===== src/rtl/serial_sub_pkg.sv =====
// serial_sub_pkg
//   Shared definitions for the bit-serial subtractor:
//     - state_e : FSM state encoding (IDLE=0, SHIFT=1, DONE=2)
//     - clog2   : ceil(log2(n)), used to size the bit counter as clog2(WIDTH+1)
package serial_sub_pkg;

  typedef enum logic [1:0] {
    ST_IDLE  = 2'd0,
    ST_SHIFT = 2'd1,
    ST_DONE  = 2'd2
  } state_e;

  // Constant function; evaluated at elaboration only.
  function automatic int clog2(input int n);
    int r;
    r = 0;
    for (int v = n - 1; v > 0; v = v >> 1) r++;
    return r;
  endfunction

endpackage


===== src/rtl/full_subtractor.sv =====
// full_subtractor
//   Combinational 1-bit full subtractor: d = x - y - bin.
//   Ports:
//     x    in  minuend bit
//     y    in  subtrahend bit
//     bin  in  borrow in
//     d    out difference bit
//     bout out borrow out
module full_subtractor (
  input  logic x,
  input  logic y,
  input  logic bin,
  output logic d,
  output logic bout
);

  assign d    = x ^ y ^ bin;
  // Borrow when y exceeds x, or when they match and a borrow is pending.
  assign bout = (~x & y) | (~(x ^ y) & bin);

endmodule


===== src/rtl/serial_subtractor.sv =====
// serial_subtractor
//   Bit-serial WIDTH-bit subtractor, diff = a - b, LSB first, one bit per clock,
//   built around a single full_subtractor cell and a registered borrow.
//   Optional feature macro: SERIAL_SUB_OVF_EN adds the signed-overflow output ovf.
//   Ports:
//     clk    in   clock, rising edge
//     rst    in   asynchronous active-high reset
//     start  in   request, sampled only while ready
//     a, b   in   operands, captured on accepted start
//     ready  out  1 in IDLE and DONE
//     busy   out  1 in SHIFT
//     done   out  one-cycle pulse, diff/borrow valid
//     diff   out  a - b mod 2^WIDTH, held until the next result
//     borrow out  1 iff a < b (unsigned), held with diff
//     ovf    out  (SERIAL_SUB_OVF_EN only) signed overflow of a - b
module serial_subtractor
  import serial_sub_pkg::*;
#(
  parameter int WIDTH = 8
) (
  input  logic             clk,
  input  logic             rst,
  input  logic             start,
  input  logic [WIDTH-1:0] a,
  input  logic [WIDTH-1:0] b,
  output logic             ready,
  output logic             busy,
  output logic             done,
  output logic [WIDTH-1:0] diff,
  output logic             borrow
`ifdef SERIAL_SUB_OVF_EN
  ,
  output logic             ovf
`endif
);

  localparam int              CW   = clog2(WIDTH + 1);
  localparam logic [CW-1:0]   LAST = CW'(WIDTH - 1);

  state_e             state_q, state_d;
  logic [WIDTH-1:0]   a_q, a_d;
  logic [WIDTH-1:0]   b_q, b_d;
  // Holds the first WIDTH-1 result bits; the last bit goes straight to diff.
  logic [WIDTH-2:0]   res_q, res_d;
  logic               bin_q, bin_d;
  logic [CW-1:0]      cnt_q, cnt_d;
  logic [WIDTH-1:0]   diff_q, diff_d;
  logic               borrow_q, borrow_d;

  logic               fs_d, fs_bout;
  logic [WIDTH-1:0]   res_ext;

`ifdef SERIAL_SUB_OVF_EN
  logic               amsb_q, amsb_d;
  logic               bmsb_q, bmsb_d;
  logic               ovf_q, ovf_d;
`endif

  full_subtractor u_fs (
    .x    (a_q[0]),
    .y    (b_q[0]),
    .bin  (bin_q),
    .d    (fs_d),
    .bout (fs_bout)
  );

  // New bit enters at the MSB; shifting the extended vector right by one
  // gives the next partial result, and on the last step the full diff.
  assign res_ext = {fs_d, res_q};

  always_comb begin
    state_d  = state_q;
    a_d      = a_q;
    b_d      = b_q;
    res_d    = res_q;
    bin_d    = bin_q;
    cnt_d    = cnt_q;
    diff_d   = diff_q;
    borrow_d = borrow_q;
`ifdef SERIAL_SUB_OVF_EN
    amsb_d   = amsb_q;
    bmsb_d   = bmsb_q;
    ovf_d    = ovf_q;
`endif

    unique case (state_q)
      ST_IDLE, ST_DONE: begin
        state_d = ST_IDLE;
        if (start) begin
          state_d = ST_SHIFT;
          a_d     = a;
          b_d     = b;
          bin_d   = 1'b0;
          cnt_d   = '0;
`ifdef SERIAL_SUB_OVF_EN
          amsb_d  = a[WIDTH-1];
          bmsb_d  = b[WIDTH-1];
`endif
        end
      end

      ST_SHIFT: begin
        res_d = res_ext[WIDTH-1:1];
        a_d   = a_q >> 1;
        b_d   = b_q >> 1;
        bin_d = fs_bout;
        cnt_d = cnt_q + 1'b1;
        if (cnt_q == LAST) begin
          state_d  = ST_DONE;
          diff_d   = res_ext;
          borrow_d = fs_bout;
`ifdef SERIAL_SUB_OVF_EN
          // fs_d is the result MSB on the final step.
          ovf_d    = (amsb_q != bmsb_q) & (fs_d != amsb_q);
`endif
        end
      end

      default: state_d = ST_IDLE;
    endcase
  end

  always_ff @(posedge clk or posedge rst) begin
    if (rst) begin
      state_q  <= ST_IDLE;
      a_q      <= '0;
      b_q      <= '0;
      res_q    <= '0;
      bin_q    <= 1'b0;
      cnt_q    <= '0;
      diff_q   <= '0;
      borrow_q <= 1'b0;
`ifdef SERIAL_SUB_OVF_EN
      amsb_q   <= 1'b0;
      bmsb_q   <= 1'b0;
      ovf_q    <= 1'b0;
`endif
    end else begin
      state_q  <= state_d;
      a_q      <= a_d;
      b_q      <= b_d;
      res_q    <= res_d;
      bin_q    <= bin_d;
      cnt_q    <= cnt_d;
      diff_q   <= diff_d;
      borrow_q <= borrow_d;
`ifdef SERIAL_SUB_OVF_EN
      amsb_q   <= amsb_d;
      bmsb_q   <= bmsb_d;
      ovf_q    <= ovf_d;
`endif
    end
  end

  assign ready  = (state_q == ST_IDLE) || (state_q == ST_DONE);
  assign busy   = (state_q == ST_SHIFT);
  assign done   = (state_q == ST_DONE);
  assign diff   = diff_q;
  assign borrow = borrow_q;
`ifdef SERIAL_SUB_OVF_EN
  assign ovf    = ovf_q;
`endif

endmodule


===== config.mk =====
export PLATFORM = sky130hd
export DESIGN_NAME = serial_subtractor
export DESIGN_NICKNAME = d
export VERILOG_FILES = /design/src/rtl/serial_sub_pkg.sv /design/src/rtl/full_subtractor.sv /design/src/rtl/serial_subtractor.sv
export SDC_FILE = /design/constraint.sdc
export NUM_CORES = 1
export LEC_CHECK = 0
export BUFFER_PORTS_ARGS = -buffer_cell sky130_fd_sc_hd__buf_2
export CAP_MARGIN = 10
export CORE_ASPECT_RATIO = 0.5
export CORE_MARGIN = 8
export CORE_UTILIZATION = 45
export DETAILED_ROUTE_END_ITERATION = 16
export PLACE_DENSITY = 0.65
export SYNTH_ARGS = -nofsm -noshare
export SYNTH_HDL_FRONTEND = slang
export SYNTH_HIERARCHICAL = 1
export SYNTH_SLANG_ARGS = --single-unit
export TNS_END_PERCENT = 1

===== constraint.sdc =====
create_clock -name clk -period 2.05 [get_ports clk]
set_input_delay 0.205 -clock clk [delete_from_list [all_inputs] [get_ports clk]]
set_output_delay 0.205 -clock clk [all_outputs]
set_load 0.01 [all_outputs]

==> run_results.csv <==
group,metric,value,unit
routing,first_iter_violations,35,
cts,numCtsBuffers,5,
pwr,power_density,1600,mW/mm^2
timing,finalSetupViolCount,0,
logic_synthesis,synthCells,116,
timing,rsz0062_at_grt,"no",
place,gp_congestion,0.690,
logic_synthesis,ys_seq_elements,39,
layout,final_net_count,173,
cts,clockRootBuffer,"clkbuf_8",
global_routing,use_met3,4.58,%
layout,fill_cells,319,
floorplan,die_w,101,um
floorplan,coreArea,0.00345,mm^2
global_routing,grtUsageTotal,11.2,%
logic_synthesis,synth_fp_nets,137,
timing,layout_min_cycle_time,1550,ps
critical_path,critPathKind,"reg -> reg",
place,dp_hpwl,2.05,mm
layout,diodes,0,
timing,finalCritPeriodShare,75.4,%
logic_synthesis,syn-cell-area,0.00163,mm^2
floorplan,die_area,0.00591,mm^2
global_routing,met2_usage,17.0,%
place,placed_cell_area,0.00185,mm^2
timing,hold_violations,0,
critical_path,reg2reg_depth,3,
routing,wire_per_inst,14.5,um
cts,ctsResizeCount,0,
global_routing,met1_usage,13.9,%
floorplan,fp.dieH,58.5,um
cts,clockBufferDepth,2,
critical_path,worstPathRequired,2270,ps
timing,tightestPinTransition,728,ps
global_routing,busiest_layer,"met2",
global_routing,grt_pass1_vias,1061,
layout,drive_gt1_share,39.9,%
timing,drv_slew,0,
logic_synthesis,postSynthAreaPerCell,14.0,um^2
cts,clock_latency,280,ps
min_path,hold_path.class,"in -> async",
cts,htreeDepth,2,
job,drv_cap,0,
layout,final_cell_area,0.00193,mm^2
routing,drt_pass1_iterations,5,
routing,antenna_left,0,
global_routing,overflow,0,
floorplan,initial_core_util,47.1,%
timing,hold_ws,25.3,ps
cts,clkSinkCount,39,
cts,postCtsSetupBuffers,0,
logic_synthesis,ys_warn_count,6,
layout,area_growth,18.6,%
critical_path,r2r_slack,500,ps
cts,cts_tree,"done",
routing,vias,1016,
timing,slew_headroom,51.4,%
pwr,irDropWorstVdd,0.641,mV
cts,cts_hold_buf,0,
critical_path,startpoint,"state_q[1]$_DFFE_PP0P_",
place,port_buffers,30,
global_routing,grt_max_degree,40,
timing,fin_setup_tns,0,ps
critical_path,cp-end-kind,"flop",
logic_synthesis,ys_seq_area_share,60.0,%
critical_path,worstSetupStartpointType,"flop",
logic_synthesis,ys_types,18,
routing,routed_wl,2.97,mm
critical_path,worstReg2RegStart,"state_q[1]$_DFFE_PP0P_",
timing,skew,4.22,ps
floorplan,row_count,15,
timing,fmax,647,MHz
pwr,p_leak,1.01,nW
critical_path,r2r_end,"cnt_q[0]$_DFFE_PP0P_",
cts,clk_pin_slew,70,ps
run_status,status,"finished, final reports clean",
global_routing,antenna_found_initial,0,
critical_path,worst_ep_arrival_time,1760,ps
routing,drc_errors,0,
global_routing,grt_pass1_wl,5.11,mm
critical_path,endpoint,"cnt_q[0]$_DFFE_PP0P_",
floorplan,num_io_pins,31,
critical_path,path_max_fanout,19,
routing,drt-vias-per-instance,4.98,
-- flip-flops by register name (all words and copies together) (netlist names) --
name,cells
borrow,1
cnt_q,4
b_q,8
res_q,7
state_q,2
diff,8
bin_q,1
a_q,8
-- final cells by class --
class	instances	area (um^2)	area share, %
Inverter	5	18.8	0.973
Tap cell	51	63.8	3.31
Clock buffer	7	76.3	3.96
Multi-Input combinational cell	66	601	31.1
Timing Repair Buffer	35	188	9.73
Clock inverter	1	5.00	0.260
Sequential cell	39	976	50.6
-- layout by cell type (no fill, tap or decap), drive strengths merged, types with 2 or more instances in the layout --
cell type / n
dfrtp: 39
buf: 35
a22o: 19
mux2: 17
a21o: 14
clkbuf: 7
inv: 5
and2b: 3
nand2: 3
mux2i: 2
-- stage by stage --
stage	total power (W)	utilization, %	setup WS [ps]	std cells
after global placement	0.00260	53.5	521	196
after detailed placement	0.00264	53.5	497	196
after global routing	0.00334	55.8	346	204
after floorplan	0.00227	-	547	116
final	0.00308	55.8	504	204
after CTS	0.00314	55.8	477	204
-- cells in the mapped netlist --
cell	count	area [um^2]
nor4_4	1	21.3
nor2_2	1	6.26
inv_1	4	15.0
dfrtp_1	39	976
fa_1	1	20.0
nand2b_1	1	6.26
o21ai_0	1	5.00
a21o_1	14	105
mux2i_1	2	20.0
a22o_1	19	166
nor2b_1	1	6.26
inv_2	1	3.75
ha_1	1	12.5
mux2_2	17	191
buf_2	6	30.0
nand2_1	3	11.3
and2b_1	3	22.5
nand4_1	1	6.26
-- cells by family (layout without fill, tap and decap cells) --
family | count (synthesis) | in the layout | synth area share, %
muxes | 19 | 19 | 13.0
AOI/OAI and AO/OA | 34 | 34 | 17.0
DFF | 39 | 39 | 60.0
and+or+nand+nor | 11 | 11 | 4.93
adders and majority gates | 2 | 2 | 2.00
buffers and inverters | 11 | 48 | 3.00
-- how the worst min path moves through the flow --
stage                from                endpoint  slack (ps)  cells past startpoint
floorplan           start  state_q[0]$_DFFE_PP0P_         340                      2
global placement      rst      a_q[1]$_DFFE_PP0P_         350                      3
detailed placement    rst      a_q[1]$_DFFE_PP0P_         360                      3
CTS                   rst     diff[3]$_DFFE_PP0P_          50                      3
global route          rst     diff[7]$_DFFE_PP0P_          70                      3
finish                rst     diff[3]$_DFFE_PP0P_          30                      3
-- critical path, stage by stage (launching register included) --
cell and delay (ps):
dfrtp_1 400, and2b_1 230, nor2_2 580, mux2_2 280
-- layer usage --
| metal | wire length [um] | up-vias |
|---|---|---|
| li1 | - | 491 |
| met1 | 1390 | 497 |
| met2 | 1350 | 24 |
| met3 | 202 | 4 |
| met4 | 31 | 0 |
| met5 | 0 | - |
-- power breakdown --
group          internal [W]  switching (W)  total (W)
Combinational      0.000678       0.000564    0.00124
Clock              0.000239       0.000242   0.000481
Sequential          0.00114       0.000213    0.00135
Power figures use the tool's default switching activity.
